**config.mk**
```make
export PLATFORM = sky130hd
export DESIGN_NAME = hilo_muldiv_sequencer
export DESIGN_NICKNAME = d
export VERILOG_FILES = /design/src/rtl/hilo_muldiv_sequencer.sv
export SDC_FILE = /design/constraint.sdc
export NUM_CORES = 1
export LEC_CHECK = 0
export CAP_MARGIN = 30
export CELL_PAD_IN_SITES_DETAIL_PLACEMENT = 2
export CELL_PAD_IN_SITES_GLOBAL_PLACEMENT = 2
export CORE_ASPECT_RATIO = 0.9
export CORE_UTILIZATION = 39
export CTS_CLUSTER_DIAMETER = 60
export DETAILED_ROUTE_END_ITERATION = 6
export PLACE_DENSITY_LB_ADDON = 0.15
export SYNTH_ARGS = -nofsm -noshare
export SYNTH_HDL_FRONTEND = slang
export SYNTH_SLANG_ARGS = --single-unit
```
**constraint.sdc**
```tcl
create_clock -name Clk -period 17.01 [get_ports Clk]
set_input_delay 2.5515 -clock Clk [delete_from_list [all_inputs] [get_ports Clk]]
set_output_delay 2.5515 -clock Clk [all_outputs]
set_load 0.005 [all_outputs]
```
**src/rtl/hilo_muldiv_sequencer.sv**
```systemverilog
// hilo_muldiv_sequencer: iterative HI/LO multiply sequencer for the EX stage.
// Owns HI/LO, runs a shift-add multiply retiring STEP_BITS multiplier bits per
// cycle, and stalls the pipeline while an op is in flight.
// Optional build macro DIVIDER_EN adds DIV/DIVU (restoring divide, 1 bit/cycle).
module hilo_muldiv_sequencer #(
  parameter int unsigned STEP_BITS = 2
) (
  input  logic        Clk,
  input  logic        Reset,
  input  logic        Start,
  input  logic [3:0]  Op,
  input  logic [31:0] A,
  input  logic [31:0] B,
  input  logic        HiLoRead,
  output logic        Busy,
  output logic        Stall,
  output logic        Done,
  output logic [31:0] Hi,
  output logic [31:0] Lo,
  output logic [31:0] MulResult
);

  localparam int unsigned N     = 32 / STEP_BITS;
  localparam int unsigned CNT_W = 5;

  localparam logic [CNT_W-1:0] MUL_LAST = CNT_W'(N - 1);

  localparam logic [3:0] OP_MULT  = 4'b0000;
  localparam logic [3:0] OP_MULTU = 4'b0001;
  localparam logic [3:0] OP_MADD  = 4'b0010;
  localparam logic [3:0] OP_MSUB  = 4'b0011;
  localparam logic [3:0] OP_MUL   = 4'b0100;
  localparam logic [3:0] OP_MTHI  = 4'b0101;
  localparam logic [3:0] OP_MTLO  = 4'b0110;
`ifdef DIVIDER_EN
  localparam logic [3:0] OP_DIV   = 4'b1000;
  localparam logic [3:0] OP_DIVU  = 4'b1001;
  localparam logic [CNT_W-1:0] DIV_LAST = CNT_W'(31);
`endif

  typedef enum logic [1:0] {
    S_IDLE,
    S_RUN,
    S_FIN
  } state_t;

  // What the FIN cycle does with the finished product / quotient.
  typedef enum logic [2:0] {
    K_MULT,
    K_MADD,
    K_MSUB,
    K_MUL,
    K_DIV
  } kind_t;

  state_t           state;
  kind_t            kind;
  logic [CNT_W-1:0] cnt;
  logic             neg_p;
  logic [63:0]      mcand_sh;
  logic [31:0]      mplier;
  logic [63:0]      prod;
`ifdef DIVIDER_EN
  logic             neg_r;
  logic             div_zero;
`endif

  // Decode signals for the op presented this cycle
  logic        long_op;
  logic        op_signed;
  kind_t       op_kind;
  logic        a_neg;
  logic        b_neg;
  logic [31:0] a_mag;
  logic [31:0] b_mag;

  // Datapath next values for a RUN cycle
  logic [63:0] step_add;
  logic [63:0] prod_run;
  logic [63:0] mcand_run;
  logic [31:0] mplier_run;
`ifdef DIVIDER_EN
  logic [32:0] div_shift;
  logic        div_ge;
  logic [31:0] div_sub;
  logic [31:0] quo;
  logic [31:0] rem;
`endif

  // Results written at the FIN->IDLE edge
  logic [63:0] prod_fin;
  logic [63:0] fin_hilo;
  logic [31:0] fin_mr;

  // Pipeline freeze: any issue or HI/LO read while an op is in flight.
  assign Stall = Busy & (Start | HiLoRead);

  // Classify the incoming op and pick the magnitude operands.
  always_comb begin
    long_op   = 1'b0;
    op_signed = 1'b0;
    op_kind   = K_MULT;
    case (Op)
      OP_MULT: begin
        long_op   = 1'b1;
        op_signed = 1'b1;
      end
      OP_MULTU: begin
        long_op   = 1'b1;
      end
      OP_MADD: begin
        long_op   = 1'b1;
        op_signed = 1'b1;
        op_kind   = K_MADD;
      end
      OP_MSUB: begin
        long_op   = 1'b1;
        op_signed = 1'b1;
        op_kind   = K_MSUB;
      end
      OP_MUL: begin
        long_op   = 1'b1;
        op_signed = 1'b1;
        op_kind   = K_MUL;
      end
`ifdef DIVIDER_EN
      OP_DIV: begin
        long_op   = 1'b1;
        op_signed = 1'b1;
        op_kind   = K_DIV;
      end
      OP_DIVU: begin
        long_op   = 1'b1;
        op_kind   = K_DIV;
      end
`endif
      default: begin
      end
    endcase
    a_neg = op_signed & A[31];
    b_neg = op_signed & B[31];
    // 0x80000000 negates to itself, which read unsigned is the wanted 2^31.
    a_mag = a_neg ? (32'd0 - A) : A;
    b_mag = b_neg ? (32'd0 - B) : B;
  end

  // One RUN step: add the selected shifted multiplicands, or one divide bit.
  always_comb begin
    step_add = '0;
    for (int unsigned i = 0; i < STEP_BITS; i++) begin
      if (mplier[i]) begin
        step_add = step_add + (mcand_sh << i);
      end
    end
    prod_run   = prod + step_add;
    mcand_run  = mcand_sh << STEP_BITS;
    mplier_run = mplier >> STEP_BITS;
`ifdef DIVIDER_EN
    // prod holds {remainder, dividend/quotient}; mplier holds the divisor.
    div_shift = {prod[63:32], prod[31]};
    div_ge    = div_shift >= {1'b0, mplier};
    div_sub   = div_shift[31:0] - mplier;
    if (kind == K_DIV) begin
      mcand_run  = mcand_sh;
      mplier_run = mplier;
      prod_run   = div_ge ? {div_sub, prod[30:0], 1'b1}
                          : {div_shift[31:0], prod[30:0], 1'b0};
    end
`endif
  end

  // Sign-correct the result and merge it into HI/LO or MulResult.
  always_comb begin
    prod_fin = neg_p ? (64'd0 - prod) : prod;
    fin_hilo = {Hi, Lo};
    fin_mr   = MulResult;
`ifdef DIVIDER_EN
    quo = neg_p ? (32'd0 - prod[31:0]) : prod[31:0];
    rem = neg_r ? (32'd0 - prod[63:32]) : prod[63:32];
    if (div_zero) begin
      quo = 32'hFFFF_FFFF;
    end
`endif
    case (kind)
      K_MULT:  fin_hilo = prod_fin;
      K_MADD:  fin_hilo = {Hi, Lo} + prod_fin;
      K_MSUB:  fin_hilo = {Hi, Lo} - prod_fin;
      K_MUL:   fin_mr   = prod_fin[31:0];
`ifdef DIVIDER_EN
      K_DIV:   fin_hilo = {rem, quo};
`endif
      default: begin
      end
    endcase
  end

  // Sequencer FSM with HI/LO ownership and all registered outputs.
  always_ff @(posedge Clk) begin
    if (Reset) begin
      state     <= S_IDLE;
      kind      <= K_MULT;
      cnt       <= '0;
      neg_p     <= 1'b0;
      mcand_sh  <= '0;
      mplier    <= '0;
      prod      <= '0;
      Busy      <= 1'b0;
      Done      <= 1'b0;
      Hi        <= '0;
      Lo        <= '0;
      MulResult <= '0;
`ifdef DIVIDER_EN
      neg_r     <= 1'b0;
      div_zero  <= 1'b0;
`endif
    end else begin
      Done <= 1'b0;
      case (state)
        S_IDLE: begin
          if (Start) begin
            if (long_op) begin
              state    <= S_RUN;
              Busy     <= 1'b1;
              kind     <= op_kind;
              neg_p    <= a_neg ^ b_neg;
              mcand_sh <= {32'd0, a_mag};
              mplier   <= b_mag;
              prod     <= '0;
              cnt      <= MUL_LAST;
`ifdef DIVIDER_EN
              neg_r    <= a_neg;
              div_zero <= (B == 32'd0);
              if (op_kind == K_DIV) begin
                prod <= {32'd0, a_mag};
                cnt  <= DIV_LAST;
              end
`endif
            end else if (Op == OP_MTHI) begin
              Hi <= A;
            end else if (Op == OP_MTLO) begin
              Lo <= A;
            end
          end
        end
        S_RUN: begin
          prod     <= prod_run;
          mcand_sh <= mcand_run;
          mplier   <= mplier_run;
          cnt      <= cnt - CNT_W'(1);
          if (cnt == '0) begin
            state <= S_FIN;
          end
        end
        S_FIN: begin
          state     <= S_IDLE;
          Busy      <= 1'b0;
          Done      <= 1'b1;
          Hi        <= fin_hilo[63:32];
          Lo        <= fin_hilo[31:0];
          MulResult <= fin_mr;
        end
        default: begin
          state <= S_IDLE;
          Busy  <= 1'b0;
        end
      endcase
    end
  end

endmodule
```
==> results of run 1 <==
power groups by stage:
| stage | registers, W | clock network (W) | logic (W) |
|---|---|---|---|
| finish | 0.000680 | 0.00100 | 0.000838 |
| global route | 0.000681 | 0.00104 | 0.000890 |
| CTS | 0.000679 | 0.00102 | 0.000820 |
| detailed placement | 0.000692 | 0 | 0.000806 |
| global placement | 0.000690 | 0 | 0.000783 |
| floorplan | 0.000676 | 0 | 0.000546 |
synthesized netlist by cell type (32+ instances only):
library cell / count / share of area, %
xor2_1: 178 / 5.7
nand2b_1: 32 / 0.73
mux2_2: 53 / 2.2
o21ai_0: 184 / 3.4
a22o_1: 38 / 1.2
nor4_1: 36 / 0.83
a211oi_1: 108 / 3.0
a21oi_1: 350 / 6.4
nor2_1: 428 / 5.9
ha_1: 197 / 9.0
a21o_1: 129 / 3.5
nand4_1: 34 / 0.78
nand2_1: 260 / 3.6
xnor2_1: 165 / 5.3
o31ai_1: 39 / 1.1
o211ai_1: 32 / 0.88
a31oi_1: 56 / 1.3
a22oi_1: 34 / 0.94
dfxtp_1: 268 / 20
nor3_1: 66 / 1.2
and3_1: 46 / 1.1
nor2b_1: 39 / 0.89
clkbuf_1: 192 / 2.6
nand3_1: 84 / 1.5
inv_1: 61 / 0.84
and2_1: 93 / 2.1
final cells by class:
cell class | count | area (um2) | area share (%)
clock buffer | 57 | 1250 | 4.00
clock inverter | 28 | 349 | 1.12
sequential | 268 | 5370 | 17.2
timing repair buffer | 215 | 2070 | 6.62
multi-input combinational | 3092 | 20800 | 66.6
inverter | 62 | 233 | 0.744
tap | 930 | 1160 | 3.72
logic make-up after synthesis:
| family | after synthesis |
|---|---|
| buf+inv | 284 |
| flops | 268 |
| simple gates | 1240 |
| compound gates | 1241 |
| mux | 68 |
| xor+xnor | 343 |
| fa+ha+maj | 200 |
flip-flops by register name, indices dropped and copies added, names as in the netlist:
signal / flops
Lo: 32
Hi: 32
mplier: 32
state: 2
Done: 1
mcand_sh: 64
cnt: 5
Busy: 1
MulResult: 32
kind: 2
prod: 64
neg_p: 1
routing by layer:
layer	vias to the layer above	wire length [um]	part of all wire, %	track usage (%)
li1	13600	-	-	-
met1	15300	56800	42	44.5
met2	791	63700	48	62.8
met3	293	6610	4.9	5.34
met4	0	6910	5.2	19.0
met5	-	0	0	0
metrics by stage:
step / setup WS (ps) / total power [W] / hold slack (ps) / std cells
final: 9310 / 0.00252 / 491 / 4652
after global routing: 8880 / 0.00261 / 516 / 4652
after CTS: 9440 / 0.00251 / 495 / 4650
after detailed placement: 9570 / 0.00150 / 468 / 4565
after global placement: 9830 / 0.00147 / 451 / 4562
after floorplan: 10910 / 0.00122 / 426 / 3644
worst max-delay path: stages (launching register included):
cell and delay [ps]:
dfxtp_1 430, inv_1 110, ha_1 270, or4b_1 610, nor3_1 750, a21oi_1 180, xnor2_1 490, and3_1 250
and4_1 420, and3_1 240, nor2_1 70, xor2_1 190, ha_1 440, nand2_1 110, nor3_1 410, and4_1 330
nand2_1 70, o32a_1 370, a2111oi_0 820, or4b_2 310, nand2_1 60, o211ai_1 240, mux2i_1 250, a21oi_1 110
worst min path at each step:
| stage | start | endpoint |
|---|---|---|
| 3_5_place_dp | mcand_sh[63] | mcand_sh[63] |
| 5_1_grt | Lo[27] | Lo[27] |
| 6_report | mcand_sh[63] | mcand_sh[63] |
| 4_1_cts | mcand_sh[63] | mcand_sh[63] |
| 3_3_place_gp | mplier[31] | mplier[31] |
| 2_1_floorplan | mplier[31] | mplier[31] |
cells in the final DEF (no fill, tap or decap), types with 46 or more instances in the layout:
master,synthesis,final
and3_1,46,46
nand2_1,260,260
clkbuf_16,0,46
inv_1,61,61
nor3_1,66,65
ha_1,197,195
a21oi_1,350,350
mux2_2,53,53
xnor2_1,165,165
xor2_1,178,178
a211oi_1,108,108
and2_1,93,92
a31oi_1,56,56
dfxtp_1,268,265
nor2_1,428,425
clkdlybuf4s50_1,0,169
a21o_1,129,128
o21ai_0,184,184
nand3_1,84,84
==> flow_metrics.env, run 1 <==
export IMPL_std_cell_rows=91
export IMPL_cts_root_buf="clkbuf_16"
export IMPL_dpl_cell_area_mm2=0.0296
export IMPL_r2r_cells=23
export IMPL_ys_seq_area_share_pct=19.7
export IMPL_ir_drop_mv=0.0677
export IMPL_syn_nets=3916
export IMPL_end_kind="flop"
export IMPL_crit_type="flop to flop"
export IMPL_core_mm2=0.0689
export IMPL_setup_viol=0
export IMPL_drv_cap=0
export IMPL_cp_start_kind="flop"
export IMPL_r2r_end="Hi[30]"
export IMPL_cts_sinks=268
export IMPL_clk_pin_slew_ps=60
export IMPL_wl_mm=134
export IMPL_synth_simple_area_share_pct=22.6
export IMPL_p_per_area_mw_per_mm2=80.6
export IMPL_sequentialPowerShare_pct=27.0
export IMPL_p_switching_w=0.000945
export IMPL_rsz0062_at_grt="no"
export IMPL_num_antenna_cells=0
export IMPL_wl_per_cell_um=28.8
export IMPL_p_leak_nw=13.4
export IMPL_outcome="complete, no violations"
export IMPL_ios=171
export IMPL_synth_fa_ha_area_share_pct=9.25
export IMPL_period_share_pct=45.3
export IMPL_final_cell_area_mm2=0.0313
export IMPL_synth_area_mm2=0.0273
export IMPL_reg2reg_from="prod[0]"
export IMPL_max_freq_mhz=130
export IMPL_grt_pass1_vias=31800
export IMPL_cts_resized_gates=0
export IMPL_synthArstFlopShare_pct=0
export IMPL_drive_gt1_share_pct=6.69
export IMPL_io_buffers=170
export IMPL_synth_flop_cell="dfxtp_1"
export IMPL_first_pass_iters=5
export IMPL_slew_headroom_pct=31.1
export IMPL_min_delay_path_class="flop to flop"
export IMPL_grt_start_max_net_pins=93
export IMPL_drc=0
export IMPL_skew_ps=28.9
export IMPL_final_util_pct=45.4
export IMPL_synth_cell_types=97
export IMPL_internal_power_w=0.00158
export IMPL_vias_per_cell=6.44
export IMPL_cts_setup_buffers=0
export IMPL_synth_seq_cells=268
export IMPL_fin_setup_tns_ps=0
export IMPL_die_w_um=281
export IMPL_cp_startpoint="prod[0]"
export IMPL_maxSlewViolCount=0
export IMPL_grt_use_total_pct=36.7
export IMPL_die_area_mm2=0.0710
export IMPL_cts_hold_buf=0
export IMPL_synth_top_family_by_area="compound AO/OA/AOI/OAI gates"
export IMPL_hold_viol_final=0
export IMPL_crit_required_ps=17480
export IMPL_gp_congestion=0.974
export IMPL_fin_crit_ps=7700
export IMPL_holdPathStages=1
export IMPL_numCtsBuffers=46
export IMPL_yosysWarningCount=0
export IMPL_drtIter0Drc=1823
export IMPL_arrival_ps=8170
export IMPL_grt_pass1_wl_mm=200
export IMPL_clkPwrFrac_pct=39.8
export IMPL_grt_overflow=0
export IMPL_syn_inst=3644
export IMPL_dp_hpwl_mm=103
export IMPL_vias=29900
export IMPL_drtAntennaViolNets=0
export IMPL_htreeDepth=2
export IMPL_synth_edff_count=0
export IMPL_p_comb_share_pct=33.2
export IMPL_nets=3957
export IMPL_swShare_pct=37.5
export IMPL_insertion_delay_ps=610
export IMPL_crit_path_end="Hi[30]"
export IMPL_rrSetupSlack_ps=9310
export IMPL_synth_compound_area_share_pct=30.6
export IMPL_die_y_um=253
export IMPL_yosys_area_share_xor_xnor_pct=11.0
export IMPL_antenna_found_initial=4
export IMPL_nFillCells=7902
export IMPL_post_synth_cell_area_avg_um2=7.49
export IMPL_synth_area_mux_share_pct=2.74
export IMPL_cts_tree="built"
export IMPL_start_util_pct=39.6
export IMPL_synthToLayoutAreaGrowth_pct=14.6
export IMPL_clock_path_buffers=3
export IMPL_path_max_fanout=12
export IMPL_worst_pin_slew_ps=1030
(Power assumes the default switching activity.)
==> inputs of run 2 (changes only) <==
--- a/config.mk
+++ b/config.mk
@@ -9,7 +9,7 @@
 export CELL_PAD_IN_SITES_DETAIL_PLACEMENT = 2
 export CELL_PAD_IN_SITES_GLOBAL_PLACEMENT = 2
 export CORE_ASPECT_RATIO = 0.9
-export CORE_UTILIZATION = 39
+export CORE_UTILIZATION = 36
 export CTS_CLUSTER_DIAMETER = 60
 export DETAILED_ROUTE_END_ITERATION = 6
 export PLACE_DENSITY_LB_ADDON = 0.15
==> constraint.sdc (replaced) <==
create_clock -name Clk -period 7.8 [get_ports Clk]
set_input_delay 1.17 -clock Clk [delete_from_list [all_inputs] [get_ports Clk]]
set_output_delay 1.17 -clock Clk [all_outputs]
set_load 0.005 [all_outputs]
==> run 2 against run 1 <==
Sequential power grew 120%. Cell count grew 1.2%. Die area grew 8.3%. Critical path type unchanged. Global-route usage shrank 3.2 points. Register-to-register slack lost 9000 ps. Core utilization shrank 3.6 points.
==> flow_metrics.env, run 2 (synthesis results as in run 1) <==
export IMPL_drv_cap=0
export IMPL_cp_start_kind="flop"
export IMPL_end_kind="flop"
export IMPL_drc=0
export IMPL_arrival_ps=8050
export IMPL_synthToLayoutAreaGrowth_pct=14.7
export IMPL_grt_overflow=0
export IMPL_fin_crit_ps=7490
export IMPL_insertion_delay_ps=620
export IMPL_min_delay_path_class="flop to flop"
export IMPL_numCtsBuffers=43
export IMPL_final_common_cell="nor2_1"
export IMPL_path_max_fanout=8
export IMPL_cts_setup_buffers=0
export IMPL_grt_pass1_wl_mm=200
export IMPL_internal_power_w=0.00326
export IMPL_cts_root_buf="clkbuf_16"
export IMPL_fin_ws_ps=311
export IMPL_die_w_um=292
export IMPL_drtAntennaViolNets=0
export IMPL_crit_type="flop to flop"
export IMPL_first_pass_iters=5
export IMPL_cts_resized_gates=0
export IMPL_holdPathStages=2
export IMPL_clock_path_buffers=3
export IMPL_core_mm2=0.0749
export IMPL_p_leak_nw=13.4
export IMPL_p_switching_w=0.00198
export IMPL_drtIter0Drc=1773
export IMPL_io_buffers=170
export IMPL_r2r_cells=23
export IMPL_cts_hold_buf=0
export IMPL_grt_pass1_vias=31500
export IMPL_p_per_area_mw_per_mm2=167
export IMPL_vias=29700
export IMPL_antenna_found_initial=4
export IMPL_start_util_pct=36.4
export IMPL_sequentialPowerShare_pct=28.3
export IMPL_largestRegisters="mcand_sh (64), prod (64)"
export IMPL_cts_sinks=268
export IMPL_ir_drop_mv=0.150
export IMPL_grt_start_max_net_pins=91
export IMPL_worst_pin_slew_ps=1030
export IMPL_clk_pin_slew_ps=60
export IMPL_cts_tree="built"
export IMPL_slew_headroom_pct=31.0
export IMPL_crit_required_ps=8360
export IMPL_outcome="complete, no violations"
export IMPL_final_cell_mix="nor2_1 (425), a21oi_1 (350), dfxtp_1 (266), nand2_1 (260), ha_1 (195)"
export IMPL_drive_gt1_share_pct=6.96
export IMPL_swShare_pct=37.8
export IMPL_wl_mm=132
export IMPL_place_ws_ps=370
export IMPL_std_cell_rows=95
export IMPL_nets=3979
export IMPL_p_comb_share_pct=34.5
export IMPL_die_y_um=263
export IMPL_htreeDepth=2
export IMPL_grt_use_total_pct=33.6
export IMPL_rsz0062_at_grt="no"
export IMPL_die_area_mm2=0.0769
export IMPL_ios=171
export IMPL_clkPwrFrac_pct=37.2
export IMPL_max_freq_mhz=134
export IMPL_vias_per_cell=6.31
export IMPL_period_share_pct=96.0
export IMPL_maxSlewViolCount=0
export IMPL_wl_per_cell_um=28.1
export IMPL_setup_viol=0
export IMPL_skew_ps=25.7
export IMPL_fin_setup_tns_ps=0
export IMPL_dp_hpwl_mm=105
export IMPL_gp_congestion=0.944
export IMPL_hold_viol_final=0
## run 2: worst paths after layout
path / end / slack [ps] / startpoint
worst min-delay path: mplier[31] / 480 / mplier[31]
worst max-delay path: Hi[15] / 310 / prod[1]
worst max register to register: Hi[15] / 310 / prod[1]
worst min register to register: mplier[31] / 480 / mplier[31]
## run 2: layer usage
metal  up-vias  GRT usage, %  part of all wire (%)
li1      13600             -                     -
met1     15100          42.2                    44
met2       684          57.6                    48
met3       259          3.70                   4.0
met4         0          14.6                   4.7
met5         -             0                     0
## run 2: cell type report
class,count,area (um2)
Sequential cell,268,5370
Fill cell,8664,43600
Multi-Input combinational cell,3093,20900
Tap cell,970,1210
Antenna cell,1,2.50
Timing Repair Buffer,239,2240
Clock buffer,56,1170
Inverter,62,233
Clock inverter,18,220
## run 2: critical path, stage by stage (launching register included)
cell	delay, ps
dfxtp_1	390
inv_1	140
ha_1	330
or4b_1	610
a2111oi_0	440
o211ai_1	160
a221oi_1	440
and2_1	350
nand3_2	190
nor3_1	430
a31oi_1	170
xor2_1	190
ha_1	380
a21oi_1	240
o221ai_1	220
or3_1	400
a2111o_1	370
or3_1	380
a211oi_1	300
o21ai_0	270
a41oi_1	350
xor2_1	140
a2111oi_0	420
a21o_1	130
## run 2: power groups by stage
stage,Sequential [W],Clock [W],Combinational [W]
after floorplan,0.00147,0,0.00119
after global placement,0.00151,0,0.00172
after detailed placement,0.00151,0,0.00176
after CTS,0.00148,0.00199,0.00178
after global routing,0.00149,0.00204,0.00193
final,0.00148,0.00195,0.00181
## run 2: per-stage QoR
| step | instances | cell area [um2] | utilization (%) | hold slack, ps | power [W] |
|---|---|---|---|---|---|
| floorplan | 3644 | 27300 | - | 426 | 0.00267 |
| global placement | 4628 | 29900 | 39.9 | 449 | 0.00323 |
| detailed placement | 4628 | 29900 | 39.9 | 463 | 0.00328 |
| CTS | 4702 | 31300 | 41.7 | 478 | 0.00525 |
| global route | 4706 | 31300 | 41.8 | 509 | 0.00546 |
| finish | 4707 | 31300 | 41.8 | 478 | 0.00524 |
==> inputs of run 3 (changes only) <==
--- a/config.mk
+++ b/config.mk
@@ -12,7 +12,7 @@
 export CORE_UTILIZATION = 36
 export CTS_CLUSTER_DIAMETER = 60
 export DETAILED_ROUTE_END_ITERATION = 6
-export PLACE_DENSITY_LB_ADDON = 0.15
+export PLACE_DENSITY = 0.86
 export SYNTH_ARGS = -nofsm -noshare
 export SYNTH_HDL_FRONTEND = slang
 export SYNTH_SLANG_ARGS = --single-unit
==> run 3 against run 2 <==
Routed wire length increased by 5.9%. Maximum frequency increased by 2.0%. Power increased by 3.3%. Critical path depth unchanged. Clock skew increased by 51 ps. Cell area increased by 0.23%. Cell count increased by 0.19%. Worst hold slack got worse by 2.5 ps. Worst setup slack improved by 150 ps. First-iteration DRC count increased by 45%. Sequential share of layout area about the same. Largest power group unchanged. Highest routed layer is now met5.
==> flow_metrics.env, run 3 (synthesis results as in run 1) <==
export IMPL_cts_hold_buf=0
export IMPL_period_share_pct=94.1
export IMPL_maxSlewViolCount=0
export IMPL_critPathMaxStageDelay_ps=610
export IMPL_crit_family="compound AO/OA/AOI/OAI gates"
export IMPL_crit_required_ps=8350
export IMPL_grtUsageMet1_pct=44.9
export IMPL_r2r_cells=23
export IMPL_htreeDepth=2
export IMPL_cp_startpoint="prod[0]"
export IMPL_largestRegisters="mcand_sh (64), prod (64)"
export IMPL_final_common_cell="nor2_1"
export IMPL_cts_root_buf="clkbuf_16"
export IMPL_whs_ps=476
export IMPL_critPathBufInv=1
export IMPL_path_cells="inv_1 > ha_1 > or4b_1 > a2111oi_0 > o211ai_1 > a221oi_1 > and2_1 > nand3_2 > nor3_1 > a31oi_1 > xor2_1 > ha_1 > a21oi_1 > o221ai_1 > or3_1 > a2111o_1 > or3_1 > a211oi_1 > o21ai_0 > a41oi_1 > xor2_1 > a2111oi_0 > a21o_1"
export IMPL_arrival_ps=7890
export IMPL_dp_hpwl_mm=102
export IMPL_path_max_fanout=12
export IMPL_p_leak_nw=13.4
export IMPL_wl_mm=140
export IMPL_nets=3971
export IMPL_slowest_stage="or4b_1"
export IMPL_drtAntennaViolNets=0
export IMPL_vias=31100
export IMPL_insertion_delay_ps=650
export IMPL_antenna_found_initial=14
export IMPL_io_buffers=170
export IMPL_start_util_pct=36.4
export IMPL_p_total_w=0.00541
export IMPL_hold_viol_final=0
export IMPL_p_per_area_mw_per_mm2=173
export IMPL_clk_pin_slew_ps=70
export IMPL_die_w_um=292
export IMPL_clock_path_buffers=3
export IMPL_use_met2_pct=56.5
export IMPL_die_y_um=263
export IMPL_place_ws_ps=667
export IMPL_grt_pass1_wl_mm=210
export IMPL_first_pass_iters=6
export IMPL_r2r_end="Hi[15]"
export IMPL_drc=0
export IMPL_cts_tree="built"
export IMPL_fin_ws_ps=459
export IMPL_ir_drop_mv=0.183
export IMPL_crit_type="flop to flop"
export IMPL_std_cell_rows=95
export IMPL_reg2reg_from="prod[0]"
export IMPL_grt_pass1_vias=32400
export IMPL_numCtsBuffers=42
export IMPL_max_freq_mhz=136
export IMPL_grt_use_total_pct=35.1
export IMPL_min_delay_path_class="flop to flop"
export IMPL_core_mm2=0.0749
export IMPL_grt_overflow=0
export IMPL_rrSetupSlack_ps=460
export IMPL_synthToLayoutAreaGrowth_pct=15.0
export IMPL_end_kind="flop"
export IMPL_cp_start_kind="flop"
export IMPL_skew_ps=76.6
export IMPL_wl_per_cell_um=29.7
export IMPL_outcome="complete, no violations"
export IMPL_slew_headroom_pct=25.1
export IMPL_drive_gt1_share_pct=7.02
export IMPL_gp_congestion=0.989
export IMPL_use_met3_pct=6.35
export IMPL_crit_cells=23
export IMPL_grt_start_max_net_pins=102
export IMPL_busiest_layer="met2"
export IMPL_setup_viol=0
export IMPL_cts_sinks=268
export IMPL_worst_pin_slew_ps=1120
export IMPL_drv_cap=0
export IMPL_drtIter0Drc=2565
export IMPL_final_util_pct=41.9
export IMPL_vias_per_cell=6.59
export IMPL_crit_path_end="Hi[15]"
export IMPL_die_area_mm2=0.0769
export IMPL_fin_crit_ps=7340
export IMPL_ios=171
export IMPL_final_cell_mix="nor2_1 (425), a21oi_1 (349), dfxtp_1 (265), nand2_1 (260), ha_1 (195)"
[run 3: cell types whose count changed in the layout (fill, tap and decap cells not counted), sizes merged]
cell	delta
buf	-6
clkinv	+8
clkinvlp	-1
diode	+13
nor4b	-1
bufinv	+1
clkbuf	-5
[run 3: repair_timing]
action                     4_1_cts  5_1_grt
buffers inserted                 0        2
gates resized for setup          0        1
setup endpoints to repair        0        1
[run 3: cell type report]
class,count,area [um2]
tap,970,1210
sequential,268,5370
clock buffer,51,1130
inverter,62,233
timing repair buffer,233,2200
fill,8632,43500
clock inverter,26,340
multi-input combinational,3092,20900
antenna,14,35.0
[run 3: worst register-to-register path, stage by stage, from the launching register on]
cell	delay [ps]
dfxtp_1	440
inv_1	110
ha_1	280
or4b_1	610
a2111oi_0	420
o211ai_1	150
a221oi_1	370
and2_1	370
nand3_2	190
nor3_1	440
a31oi_1	170
xor2_1	200
ha_1	370
a21oi_1	240
o221ai_1	210
or3_1	410
a2111o_1	370
or3_1	360
a211oi_1	300
o21ai_0	250
a41oi_1	320
xor2_1	110
a2111oi_0	470
a21o_1	130
[run 3: per-layer routing]
layer | vias to the layer above | wire (um)
met5 | - | 23
met4 | 4 | 6840
met3 | 347 | 9840
met2 | 1171 | 64200
met1 | 15900 | 59400
li1 | 13700 | -
[run 3: power by group]
part	total [W]	leakage (nW)	internal, W	switching, W
combinational	0.00186	10.5	0.000679	0.00118
sequential	0.00148	2.17	0.00141	0.0000643
clock	0.00208	0.714	0.00119	0.000882
[run 3: how the worst min path moves through the flow]
stage,start,endpoint,slack [ps],cells past startpoint
detailed placement,mcand_sh[63],mcand_sh[63],460,1
floorplan,mplier[31],mplier[31],430,2
global placement,mplier[31],mplier[31],450,2
CTS,mcand_sh[63],mcand_sh[63],480,1
finish,mcand_sh[63],mcand_sh[63],480,1
global route,mcand_sh[63],mcand_sh[63],490,1
[run 3: through the flow]
step	TNS (ps)	cell area [um2]	cells
2_1_floorplan	0	27300	3644
3_3_place_gp	0	29800	4621
3_5_place_dp	0	29900	4623
4_1_cts	0	31300	4700
5_1_grt	-1.59	31400	4712
6_report	0	31400	4716
